`src/rtl/adder_seq_pkg.sv`:
```
// Shared encodings for the multi-byte add/sub sequencer: FSM states and
// bit positions inside the {C,Z,N,V} flags register.
package adder_seq_pkg;

  typedef enum logic [1:0] {
    IDLE = 2'd0,
    RUN  = 2'd1,
    DONE = 2'd2
  } state_t;

  localparam int FLAG_C = 3;
  localparam int FLAG_Z = 2;
  localparam int FLAG_N = 1;
  localparam int FLAG_V = 0;

endpackage

```
`src/rtl/adder_seq_adder.sv`:
```
// 8-bit combinational add/sub slice. In subtract mode c_in/c_out/c6_out are
// borrows, so chaining slices works identically for both operations.
module adder (
  input  logic [7:0] a,
  input  logic [7:0] b,
  input  logic       c_in,
  input  logic       sub,
  output logic [7:0] r,
  output logic       c_out,
  output logic       c6_out,
  output logic [7:0] xor_ab
);

  logic [7:0] bx;
  logic       cx;
  logic [7:0] lo;
  logic [1:0] hi;

  // a - b - borrow == a + ~b + ~borrow; carries invert back into borrows
  always_comb begin
    bx     = sub ? ~b : b;
    cx     = sub ? ~c_in : c_in;
    lo     = {1'b0, a[6:0]} + {1'b0, bx[6:0]} + {7'b0, cx};
    hi     = {1'b0, a[7]} + {1'b0, bx[7]} + {1'b0, lo[7]};
    r      = {hi[0], lo[6:0]};
    c6_out = lo[7] ^ sub;
    c_out  = hi[1] ^ sub;
    xor_ab = a ^ b;
  end

endmodule

```
`src/rtl/adder_seq.sv`:
```
// Runs BYTES-wide add/sub through one 8-bit adder, LSB byte first, chaining
// carry/borrow between slices and producing registered result and flags.
module adder_seq
  import adder_seq_pkg::*;
#(
  parameter int BYTES = 4
) (
  input  logic               clk,
  input  logic               rst_n,
  input  logic               op_valid,
  output logic               op_ready,
  input  logic [8*BYTES-1:0] op_a,
  input  logic [8*BYTES-1:0] op_b,
  input  logic               op_sub,
  input  logic               op_cin,
  output logic               res_valid,
  input  logic               res_ready,
  output logic [8*BYTES-1:0] res,
  output logic               flag_c,
  output logic               flag_z,
  output logic               flag_n,
  output logic               flag_v
);

  localparam int IW = (BYTES > 1) ? $clog2(BYTES) : 1;
  localparam logic [IW-1:0] LAST = IW'(BYTES - 1);

  state_t                  state;
  logic [IW-1:0]           idx;
  logic [BYTES-1:0][7:0]   a_q, b_q, res_q;
  logic                    sub_q;
  logic                    carry;
  logic                    z_acc;
  logic [3:0]              flags;

  logic [7:0] r;
  logic       c_out, c6_out;
  logic       accept;

  assign op_ready = (state == IDLE) | ((state == DONE) & res_ready);
  assign accept   = op_valid & op_ready;

  adder u_adder (
    .a      (a_q[idx]),
    .b      (b_q[idx]),
    .c_in   (carry),
    .sub    (sub_q),
    .r      (r),
    .c_out  (c_out),
    .c6_out (c6_out),
    .xor_ab ()
  );

  always_ff @(posedge clk or negedge rst_n) begin
    if (!rst_n) begin
      state     <= IDLE;
      idx       <= '0;
      carry     <= 1'b0;
      a_q       <= '0;
      b_q       <= '0;
      sub_q     <= 1'b0;
      z_acc     <= 1'b0;
      res_q     <= '0;
      flags     <= '0;
      res_valid <= 1'b0;
    end else if (accept) begin
      // accept only happens in IDLE or the DONE handshake, never mid-RUN
      a_q       <= op_a;
      b_q       <= op_b;
      sub_q     <= op_sub;
      carry     <= op_cin;
      idx       <= '0;
      z_acc     <= 1'b1;
      res_valid <= 1'b0;
      state     <= RUN;
    end else begin
      case (state)
        RUN: begin
          res_q[idx] <= r;
          carry      <= c_out;
          z_acc      <= z_acc & (r == 8'h00);
          if (idx == LAST) begin
            flags[FLAG_C] <= c_out;
            flags[FLAG_Z] <= z_acc & (r == 8'h00);
            flags[FLAG_N] <= r[7];
            flags[FLAG_V] <= c_out ^ c6_out;
            res_valid     <= 1'b1;
            state         <= DONE;
          end else begin
            idx <= idx + 1'b1;
          end
        end
        DONE: begin
          if (res_ready) begin
            res_valid <= 1'b0;
            state     <= IDLE;
          end
        end
        IDLE:    state <= IDLE;
        default: state <= IDLE;
      endcase
    end
  end

  assign res    = res_q;
  assign flag_c = flags[FLAG_C];
  assign flag_z = flags[FLAG_Z];
  assign flag_n = flags[FLAG_N];
  assign flag_v = flags[FLAG_V];

endmodule

```
`config.mk`:
```
export PLATFORM = sky130hd
export DESIGN_NAME = adder_seq
export DESIGN_NICKNAME = d
export VERILOG_FILES = /design/src/rtl/adder_seq_pkg.sv /design/src/rtl/adder_seq_adder.sv /design/src/rtl/adder_seq.sv
export SDC_FILE = /design/constraint.sdc
export NUM_CORES = 1
export LEC_CHECK = 0
export ABC_AREA = 1
export BUFFER_PORTS_ARGS = -buffer_cell sky130_fd_sc_hd__buf_2
export CORE_MARGIN = 2
export CORE_UTILIZATION = 45
export DETAILED_ROUTE_END_ITERATION = 8
export GPL_TIMING_DRIVEN = 0
export PLACE_DENSITY = 0.65
export SYNTH_ARGS = -nofsm -noshare
export SYNTH_HDL_FRONTEND = slang
export SYNTH_SLANG_ARGS = --single-unit
export TNS_END_PERCENT = 10
```
`constraint.sdc`:
```
create_clock -name clk -period 3.25 [get_ports clk]
set_input_delay 0.4875 -clock clk [delete_from_list [all_inputs] [get_ports clk]]
set_output_delay 0.4875 -clock clk [all_outputs]
set_load 0.05 [all_outputs]
```
==> results.txt <==
CTS tree - done
Synth Register Bits - 108
total CTS buffers - 9
Final Setup Violations - 0
fin crit share - 0.961
layout cells sized above 1 - 0.290
Syn-to-layout area delta - 27.0%
min Tclk post-route - 3.12 ns
Vias - 4546
clk_lat worst skew - 0.35 ns
synthesized area - 5080 µm²
first-pass GRT wire length - 20.7 mm
antenna violations before repair - 0
Sink Count - 108
Detailed Place HPWL - 9.27 mm
CTS root buf - clkbuf_16
H-tree Lvls - 3
worst slew pin tran - 0.562 ns
startpoint class of the critical path - flip-flop
Antenna diodes - 0
Slew HR - 0.625
Die W - 110 µm
worst path arrival time - 3.41 ns
final net count - 826
Syn Area/Cell - 8.38 µm²
Worst R2R Start - idx[0]$_DFFE_PN0P_
WL final - 13.3 mm
Synth cell types - 30
vias in the first global route - 4292
R2R Setup Slk - 0.13 ns
final std cells w/o fill - 888
crit-path max FO - 9
Placed Cells - 854
CP required - 3.54 ns
syn_nets - 689
hold buffers post-CTS - 0
Final WS setup - 0.126 ns
1st-iter DRT viols - 271
remaining antenna violation count after routing - 0
placer congestion estimate - 0.862
die height - 110 µm
unrepaired setup endpoints after global routing - yes
Port-buffer cells - 107
Worst Setup SP - idx[0]$_DFFE_PN0P_
Rows - 38
Initial Utilization - 0.464
Total GRT Usage - 0.223
register area share after synthesis - 0.532
Syn. warnings - 0
area of the multi-input gates - 2240 µm²
fillers - 1018
clock skew - 0.00868 ns
status - completed
Cells after Synth - 606
final non-filler cell area - 6440 µm²
Peak Freq - 320 MHz
Core ar. - 10900 µm²
Seq. cell area - 2710 µm²
DIE AREA - 12100 µm²
Max-Cap Viols - 0
Worst Setup End Kind - flip-flop
largest net degree at the start of global routing - 68
Post-DP Area - 5820 µm²
DR vias/cell - 5.12
final max-slew violation count - 0
grt ovf - 0
post-DR wirelength/cell - 14.9 µm
router iterations before antenna repair - 5
Setup TNS - 0 ns
Min-Delay Path Class - in -> async
drt drc - 0
WS Path Type - reg -> reg
endpoints failing hold - 0
I/O pin count - 108
clk slew on worst S/H paths - 0.08 ns
Setup WS pre-CTS - -0.481 ns
CTS max path bufs - 2
[logic make-up (layout without fill, tap and decap cells)]
group                      count (synthesis)  in the layout  share of synthesized area
muxes                                      3              3                    0.00665
buffers and inverters                     55            197                     0.0550
DFF                                      108            108                      0.532
xor gates and xnor gates                  12             12                     0.0207
adders and majority gates                 13             13                     0.0365
AOI/OAI and AO/OA                         85             85                     0.0917
and+or+nand+nor                          330            330                      0.257
[per-stage QoR]
stage	hold WS (ns)	utilization
2_1_floorplan	0.192	-
3_3_place_gp	0.449	0.529
3_5_place_dp	0.457	0.532
4_1_cts	0.150	0.567
5_1_grt	0.169	0.589
6_report	0.121	0.589
[flip-flops by register name, indices dropped and copies added (netlist names)]
name	cells
b_q	32
carry	1
idx	2
flags	4
sub_q	1
z_acc	1
a_q	32
res_valid	1
state	2
res	32
[cell usage after synthesis]
cell	n	share of area
nor2_1	32	0.024
inv_1	22	0.016
a21oi_1	6	0.0059
o21a_1	1	0.0015
nor2_4	2	0.0044
o21ai_1	4	0.0039
a32o_1	2	0.0039
clkbuf_1	2	0.0015
buf_6	4	0.0089
or2_2	2	0.0025
nand2_4	1	0.0022
or2_1	2	0.0025
nand3b_1	1	0.0015
and2_1	1	0.0012
o21ai_2	2	0.0035
mux2_2	3	0.0067
fa_1	3	0.012
nand3_1	14	0.014
inv_2	5	0.0037
dfrtp_1	108	0.53
buf_2	16	0.016
o22ai_1	13	0.016
xnor2_1	2	0.0035
ha_1	10	0.025
nand2_1	271	0.20
xor2_1	10	0.017
o21ai_0	56	0.055
nand4_1	4	0.0049
buf_4	6	0.0089
a32oi_1	1	0.0017
[layer usage]
metal  track usage  share of wire
met3        0.0388          0.065
met5             0              0
met4        0.0500          0.011
met1         0.304           0.45
met2         0.374           0.47
[final timing paths]
| kind | end | depth (start not counted) |
|---|---|---|
| min in group clk | a_q[12]$_DFFE_PN0P_ | 3 |
| setup / recovery | flags[2]$_DFFE_PN0P_ | 17 |
| hold reg to reg | res[31]$_DFFE_PN0P_ | 2 |
| setup reg to reg | flags[2]$_DFFE_PN0P_ | 17 |
| hold / removal | b_q[26]$_DFFE_PN0P_ | 1 |
| max in group asynchronous | a_q[1]$_DFFE_PN0P_ | 2 |
[cell type report]
class,count,share of cell area
flip-flops and latches,108,0.420
multi-input cells,443,0.347
repair buffers,126,0.109
plain buffers,28,0.0355
clock buffers,9,0.0349
well taps,140,0.0272
inverters,27,0.0165
clock inverters,7,0.0103
[cells in the final DEF (no fill, tap or decap), drive strengths merged]
cell type / synthesis / routed
a21oi: 6 / 6
a32o: 2 / 2
a32oi: 1 / 1
and2: 1 / 1
buf: 26 / 154
clkbuf: 2 / 9
clkinv: 0 / 4
dfrtp: 108 / 108
fa: 3 / 3
ha: 10 / 10
inv: 27 / 30
mux2: 3 / 3
nand2: 272 / 272
nand3: 14 / 14
nand3b: 1 / 1
nand4: 4 / 4
nor2: 34 / 34
o21a: 1 / 1
o21ai: 62 / 62
o22ai: 13 / 13
or2: 4 / 4
xnor2: 2 / 2
xor2: 10 / 10
[critical path, stage by stage, from the launching register on]
cell,delay (ns)
dfrtp_2,0.45
clkinv_4,0.11
buf_8,0.15
nor2_2,0.04
o22ai_2,0.21
xor2_2,0.23
ha_4,0.26
a21oi_4,0.17
o21a_1,0.19
nand2_4,0.08
fa_1,0.51
inv_2,0.09
nand4_1,0.08
nor2_1,0.11
nand3_1,0.09
nor2_2,0.14
nand4_1,0.09
nand2_1,0.07
[what timing repair did]
action / in CTS / in global routing
gates resized for setup: 21 / 54
hold endpoints to repair: 0 / 0
endpoints found under the setup margin: 10 / 2
gates cloned: 0 / 1
pin swaps: 4 / 19
buffers inserted: 5 / 12
Power is not shown: default switching activity piles up to over one toggle a cycle in this logic, so the estimate is an artifact.
